<file path="src/rtl/ofc_burst_engine.sv">
// Off-chip burst engine: packs a byte stream into WORD_BYTES-wide SRAM writes,
// or reads SRAM words back and unpacks them MS byte first onto a byte stream.
module ofc_burst_engine #(
    parameter int WORD_BYTES = 2,
    parameter int ADDR_W     = 17,
    parameter int PAGE_W     = 6,
    parameter int PAGE_WORDS = 1056,
    parameter int MAX_ADDR   = 67853,
    parameter int RD_LAT     = 1
) (
    input  logic                    clk2,
    input  logic                    NReset,
    input  logic                    start,
    input  logic                    mode,
    input  logic [PAGE_W-1:0]       page,
    input  logic [ADDR_W-1:0]       word_count,
    input  logic                    abort,
    input  logic [7:0]              byte_in,
    input  logic                    byte_in_valid,
    output logic                    byte_in_ready,
    output logic [7:0]              byte_out,
    output logic                    byte_out_valid,
    input  logic                    byte_out_ready,
    input  logic [8*WORD_BYTES-1:0] OFDatain,
    output logic [8*WORD_BYTES-1:0] OFDataout,
    output logic [ADDR_W-1:0]       OFAdd,
    output logic                    OFWrite,
    output logic                    OFRead,
    output logic                    busy,
    output logic                    done,
    output logic                    addr_err,
    output logic [2:0]              state_dbg
);

    // Byte ports are valid/ready: a byte moves on a rising clk2 edge where both
    // are high; valid never waits on ready, and data is held while valid && !ready.

    localparam int DW    = 8 * WORD_BYTES;
    localparam int EW    = ADDR_W + PAGE_W + 1;
    localparam int BC_W  = $clog2(WORD_BYTES);
    localparam int LAT_W = (RD_LAT > 1) ? $clog2(RD_LAT) : 1;

    typedef enum logic [2:0] {
        S_IDLE  = 3'd0,
        S_FILL  = 3'd1,
        S_WRITE = 3'd2,
        S_READ  = 3'd3,
        S_WAIT  = 3'd4,
        S_DRAIN = 3'd5,
        S_DONE  = 3'd6
    } state_t;

    state_t            state;
    logic [ADDR_W-1:0] base_r;
    logic [ADDR_W-1:0] wc_r;
    logic [ADDR_W-1:0] word_idx;
    logic [BC_W-1:0]   byte_cnt;
    logic [LAT_W-1:0]  lat_cnt;
    logic [DW-9:0]     pack_buf;
    logic [DW-9:0]     unpack_buf;

    logic [EW-1:0]     base_calc;
    logic [EW-1:0]     last_calc;
    logic              range_bad;
    logic [ADDR_W-1:0] cur_addr;
    logic [ADDR_W-1:0] nxt_addr;
    logic [ADDR_W-1:0] idx_inc;
    logic [DW-1:0]     pack_word;
    logic              in_fire;
    logic              out_fire;

    // Range check runs one bit wider than page*PAGE_WORDS + word_count so it cannot wrap.
    always_comb begin
        base_calc = EW'(page) * EW'(PAGE_WORDS);
        last_calc = base_calc + EW'(word_count) - EW'(1);
        range_bad = last_calc > EW'(MAX_ADDR);
        cur_addr  = base_r + word_idx;
        nxt_addr  = cur_addr + ADDR_W'(1);
        idx_inc   = word_idx + ADDR_W'(1);
        pack_word = {pack_buf, byte_in};
        in_fire   = byte_in_valid & byte_in_ready;
        out_fire  = byte_out_valid & byte_out_ready;
    end

    assign state_dbg = state;

    always_ff @(posedge clk2 or negedge NReset) begin
        if (!NReset) begin
            state          <= S_IDLE;
            base_r         <= '0;
            wc_r           <= '0;
            word_idx       <= '0;
            byte_cnt       <= '0;
            lat_cnt        <= '0;
            pack_buf       <= '0;
            unpack_buf     <= '0;
            byte_in_ready  <= 1'b0;
            byte_out       <= '0;
            byte_out_valid <= 1'b0;
            OFDataout      <= '0;
            OFAdd          <= '0;
            OFWrite        <= 1'b0;
            OFRead         <= 1'b0;
            busy           <= 1'b0;
            done           <= 1'b0;
            addr_err       <= 1'b0;
        end else begin
            OFWrite <= 1'b0;
            OFRead  <= 1'b0;
            done    <= 1'b0;
            if (abort && state != S_IDLE) begin
                state          <= S_IDLE;
                busy           <= 1'b0;
                byte_in_ready  <= 1'b0;
                byte_out_valid <= 1'b0;
            end else begin
                case (state)
                    S_IDLE: begin
                        if (start) begin
                            word_idx <= '0;
                            byte_cnt <= '0;
                            addr_err <= 1'b0;
                            wc_r     <= word_count;
                            base_r   <= base_calc[ADDR_W-1:0];
                            if (word_count == '0) begin
                                state <= S_DONE;
                                done  <= 1'b1;
                            end else if (range_bad) begin
                                addr_err <= 1'b1;
                                state    <= S_DONE;
                                done     <= 1'b1;
                            end else if (mode) begin
                                state  <= S_READ;
                                busy   <= 1'b1;
                                OFRead <= 1'b1;
                                OFAdd  <= base_calc[ADDR_W-1:0];
                            end else begin
                                state         <= S_FILL;
                                busy          <= 1'b1;
                                byte_in_ready <= 1'b1;
                            end
                        end
                    end
                    S_FILL: begin
                        if (in_fire) begin
                            pack_buf <= pack_word[DW-9:0];
                            if (byte_cnt == BC_W'(WORD_BYTES - 1)) begin
                                byte_cnt      <= '0;
                                byte_in_ready <= 1'b0;
                                OFDataout     <= pack_word;
                                OFWrite       <= 1'b1;
                                OFAdd         <= cur_addr;
                                state         <= S_WRITE;
                            end else begin
                                byte_cnt <= byte_cnt + BC_W'(1);
                            end
                        end
                    end
                    S_WRITE: begin
                        word_idx <= idx_inc;
                        if (idx_inc == wc_r) begin
                            state <= S_DONE;
                            busy  <= 1'b0;
                            done  <= 1'b1;
                        end else begin
                            state         <= S_FILL;
                            byte_in_ready <= 1'b1;
                        end
                    end
                    S_READ: begin
                        lat_cnt <= '0;
                        state   <= S_WAIT;
                    end
                    S_WAIT: begin
                        if (lat_cnt == LAT_W'(RD_LAT - 1)) begin
                            byte_out       <= OFDatain[DW-1 -: 8];
                            unpack_buf     <= OFDatain[DW-9:0];
                            byte_out_valid <= 1'b1;
                            byte_cnt       <= '0;
                            state          <= S_DRAIN;
                        end else begin
                            lat_cnt <= lat_cnt + LAT_W'(1);
                        end
                    end
                    S_DRAIN: begin
                        if (out_fire) begin
                            if (byte_cnt == BC_W'(WORD_BYTES - 1)) begin
                                byte_out_valid <= 1'b0;
                                byte_cnt       <= '0;
                                word_idx       <= idx_inc;
                                if (idx_inc == wc_r) begin
                                    state <= S_DONE;
                                    busy  <= 1'b0;
                                    done  <= 1'b1;
                                end else begin
                                    state  <= S_READ;
                                    OFRead <= 1'b1;
                                    OFAdd  <= nxt_addr;
                                end
                            end else begin
                                byte_out   <= unpack_buf[DW-9 -: 8];
                                unpack_buf <= unpack_buf << 8;
                                byte_cnt   <= byte_cnt + BC_W'(1);
                            end
                        end
                    end
                    S_DONE: begin
                        state <= S_IDLE;
                    end
                    default: begin
                        state <= S_IDLE;
                    end
                endcase
            end
        end
    end

endmodule
</file>
<file path="config.mk">
export PLATFORM = sky130hd
export DESIGN_NAME = ofc_burst_engine
export DESIGN_NICKNAME = d
export VERILOG_FILES = /design/src/rtl/ofc_burst_engine.sv
export SDC_FILE = /design/constraint.sdc
export NUM_CORES = 1
export LEC_CHECK = 0
export ABC_AREA = 1
export BUFFER_PORTS_ARGS = -buffer_cell sky130_fd_sc_hd__buf_2
export CAP_MARGIN = 20
export CORE_UTILIZATION = 56
export CTS_BUF_LIST = sky130_fd_sc_hd__clkbuf_2
export CTS_CLUSTER_SIZE = 40
export DETAILED_ROUTE_END_ITERATION = 6
export GPL_TIMING_DRIVEN = 1
export PLACE_DENSITY_LB_ADDON = 0.12
export SLEW_MARGIN = 25
export SYNTH_ARGS = -nofsm -noshare
export SYNTH_HDL_FRONTEND = slang
export SYNTH_SLANG_ARGS = --single-unit
</file>
<file path="constraint.sdc">
create_clock -name clk2 -period 3.1 [get_ports clk2]
set_clock_uncertainty 0.1 [all_clocks]
set_input_delay 0.93 -clock clk2 [delete_from_list [all_inputs] [get_ports clk2]]
set_output_delay 0.93 -clock clk2 [all_outputs]
set_load 0.02 [all_outputs]
</file>
==> impl_metrics.env <==
export IMPL_period_needed_ns=3.36
export IMPL_path_clk_slew_ns=0.19
export IMPL_synthTopCellsByCount="nand2_1, inv_1, dfrtp_1"
export IMPL_synth_avg_cell_area_um2=6.78
export IMPL_clkSinkCount=114
export IMPL_synthesis_nets=1282
export IMPL_multi_input_area_um2=4740
export IMPL_num_nets_final=1483
export IMPL_synth_edf_count=0
export IMPL_pin_count=105
export IMPL_synth_seq_cells=114
export IMPL_pre_cts_ws_ns=-1.10
export IMPL_slew_viol_final=0
export IMPL_remaining_drc_errors=0
export IMPL_hold_path_class="in -> async"
export IMPL_drive_gt1_share_pct=23.6
export IMPL_syn_inst=1183
export IMPL_synth_cell_types=42
export IMPL_area_growth_pct=25.3
export IMPL_seq_area_um2=2850
export IMPL_required_ns=3.59
export IMPL_numCtsBuffers=17
export IMPL_crit_cells=25
export IMPL_start_kind="input port"
export IMPL_ys_async_sr_fraction_pct=100
export IMPL_yosys_area_top_type="dfrtp_1"
export IMPL_path_buf_inv=7
export IMPL_grt_usage_pct=31.9
export IMPL_cts_root_buffer_cell="clkbuf_2"
export IMPL_max_freq_mhz=298
export IMPL_grt_max_degree=46
export IMPL_yosys_area_top_type_share_pct=35.5
export IMPL_syn_area_um2=8030
export IMPL_io_buffers=104
export IMPL_reg2regPathDepth=15
export IMPL_post_route_util_pct=72.2
export IMPL_viasPerCell=5.37
export IMPL_core_area_um2=13900
export IMPL_critPathMaxStageDelay_ns=0.30
export IMPL_fin_area_um2=10100
export IMPL_cts_tree="built"
export IMPL_slew_headroom_pct=57.5
export IMPL_post_synth_top_count_cell="nand2_1"
export IMPL_place_congestion=0.968
export IMPL_rsz0062_at_grt="yes"
export IMPL_dr_total_vias=8479
export IMPL_synth_flop_cell="dfrtp_1"
export IMPL_violations="negative setup slack"
export IMPL_num_rows=43
export IMPL_die_y_um=122
export IMPL_cap_violations=0
export IMPL_nFillCells=1204
export IMPL_rrSetupSlack_ns=0.05
export IMPL_cp_common_cell="ha_4"
export IMPL_cts_hold_buffers=0
export IMPL_timing_rr_start="word_idx[5]$_DFFE_PN0P_"
export IMPL_overflow=0
export IMPL_grt_pass1_vias=7791
export IMPL_start_util_pct=57.6
export IMPL_setup_ws_ns=-0.259
export IMPL_firstDrtPassIters=5
export IMPL_power_total_uw=6960
export IMPL_wire_per_inst_um=14.5
export IMPL_dpl_cell_area_um2=9450
export IMPL_grt_pass1_wl_um=36800
export IMPL_worstSkewPairLatency_ns=0.68
export IMPL_p_leak_uw=0.00534
export IMPL_setup_viol=25
export IMPL_fp_dieArea_um2=14800
export IMPL_wl_um=22900
export IMPL_reg2reg_to="OFAdd[15]$_DFFE_PN0P_"
export IMPL_hold_violations=0
export IMPL_worstMarginPinSlew_ns=0.637
export IMPL_cp_arrival_ns=3.85
export IMPL_powerDensity_nw_per_um2=692
export IMPL_criticalPathCategory="in -> reg"
export IMPL_dieWidth_um=122
export IMPL_cp_end_kind="register"
export IMPL_worst_path_max_delay_cell="ha_4"
export IMPL_ctsHtreeMaxLevel=4
export IMPL_crit_fanout=6
export IMPL_place_hpwl_um=17800
export IMPL_antenna_found_initial=1
export IMPL_ys_top_cells_by_area="dfrtp_1, nand2_1, inv_1"
export IMPL_finalCritPeriodShare_pct=108
export IMPL_cts_buffer_depth=2
export IMPL_crit_family="simple AND/OR/NAND/NOR gates"
export IMPL_synth_seq_area_share_pct=35.5
export IMPL_drt_iter0_drc=665
export IMPL_outcome="finished, violations left"
export IMPL_detail_route_antenna_nets=0
export IMPL_yosysWarnings=0
export IMPL_vdd_ir_drop_max_mv=0.428
-- layout make-up --
class	instances	share of cell area, %
diodes	2	0.0498
clock buffers	18	0.896
clock inverters	13	1.14
inverters	180	6.79
multi-input cells	866	47.1
flip-flops and latches	114	28.4
well taps	180	2.24
repair buffers	205	13.4
-- metal layers --
layer / up-vias / global-route usage (%) / part of all wire [%]
met1: 3895 / 41.2 / 43
li1: 4242 / - / -
met4: 0 / 12.4 / 2.6
met3: 38 / 4.78 / 6.1
met2: 304 / 53.7 / 48
met5: - / 0 / 0
-- timing repair --
| item | CTS | global route |
|---|---|---|
| endpoints found under the hold margin | 0 | 0 |
| endpoints found under the setup margin | 25 | 25 |
| pin swaps | 32 | 24 |
| cloned | 1 | 0 |
| resized for setup | 41 | 30 |
| setup buffers | 10 | 3 |
-- logic make-up after synthesis --
| kind of cell | Yosys count | synth area share [%] |
|---|---|---|
| adder cells (fa/ha/maj) | 45 | 7.20 |
| buffers and inverters | 203 | 9.77 |
| AND/OR/NAND/NOR | 650 | 34.7 |
| flip-flops | 114 | 35.5 |
| XOR/XNOR | 13 | 1.59 |
| AO/OA/AOI/OAI | 158 | 11.2 |
-- report_power, final --
group | leakage [µW] | internal (µW) | total [µW] | switching (µW)
registers | 0.00148 | 2000 | 2340 | 338
clock network | 0.000122 | 286 | 893 | 607
logic | 0.00374 | 1370 | 3730 | 2360
total | 0.00534 | 3660 | 6960 | 3310
-- through the flow --
step	hold slack, ns	instances	TNS, ns
detailed placement	0.353	1533	-25.84
global route	0.0241	1578	-6.94
global placement	0.349	1533	-23.41
floorplan	0.349	1183	-14.23
CTS	0.0372	1573	-2.66
finish	0.0546	1578	-4.94
-- worst max path at each step --
stage / slack [ns] / end / startpoint
after floorplan: -0.66 / OFAdd[10]$_DFFE_PN0P_ / page[0]
after global placement: -0.99 / OFAdd[10]$_DFFE_PN0P_ / page[0]
after detailed placement: -1.10 / OFAdd[14]$_DFFE_PN0P_ / page[0]
after CTS: -0.16 / byte_in_ready$_DFFE_PN0P_ / page[5]
after global routing: -0.35 / byte_in_ready$_DFFE_PN0P_ / page[0]
final: -0.26 / state_dbg[1]$_DFFE_PN0P_ / page[0]
-- flip-flops by register name, indices dropped and copies added, names as in the netlist --
signal	count
OFDataout	16
byte_cnt	1
pack_buf	8
OFWrite	1
byte_in_ready	1
base_r	12
addr_err	1
busy	1
done	1
byte_out	8
unpack_buf	8
word_idx	17
OFAdd	17
wc_r	17
state_dbg	3
OFRead	1
byte_out_valid	1
-- placed cells by master, fill, tap and decap left out, types with 25 or more instances in the layout --
cell type  netlist  routed
nand3_1         95      89
o21ai_0         74      73
nor2_1          93      86
nand2_1        388     372
ha_1            43      32
dfrtp_1        114     114
buf_4            3      98
buf_2            3     101
nand4_1         25      25
inv_1          168     159
(Power assumes the default switching activity.)
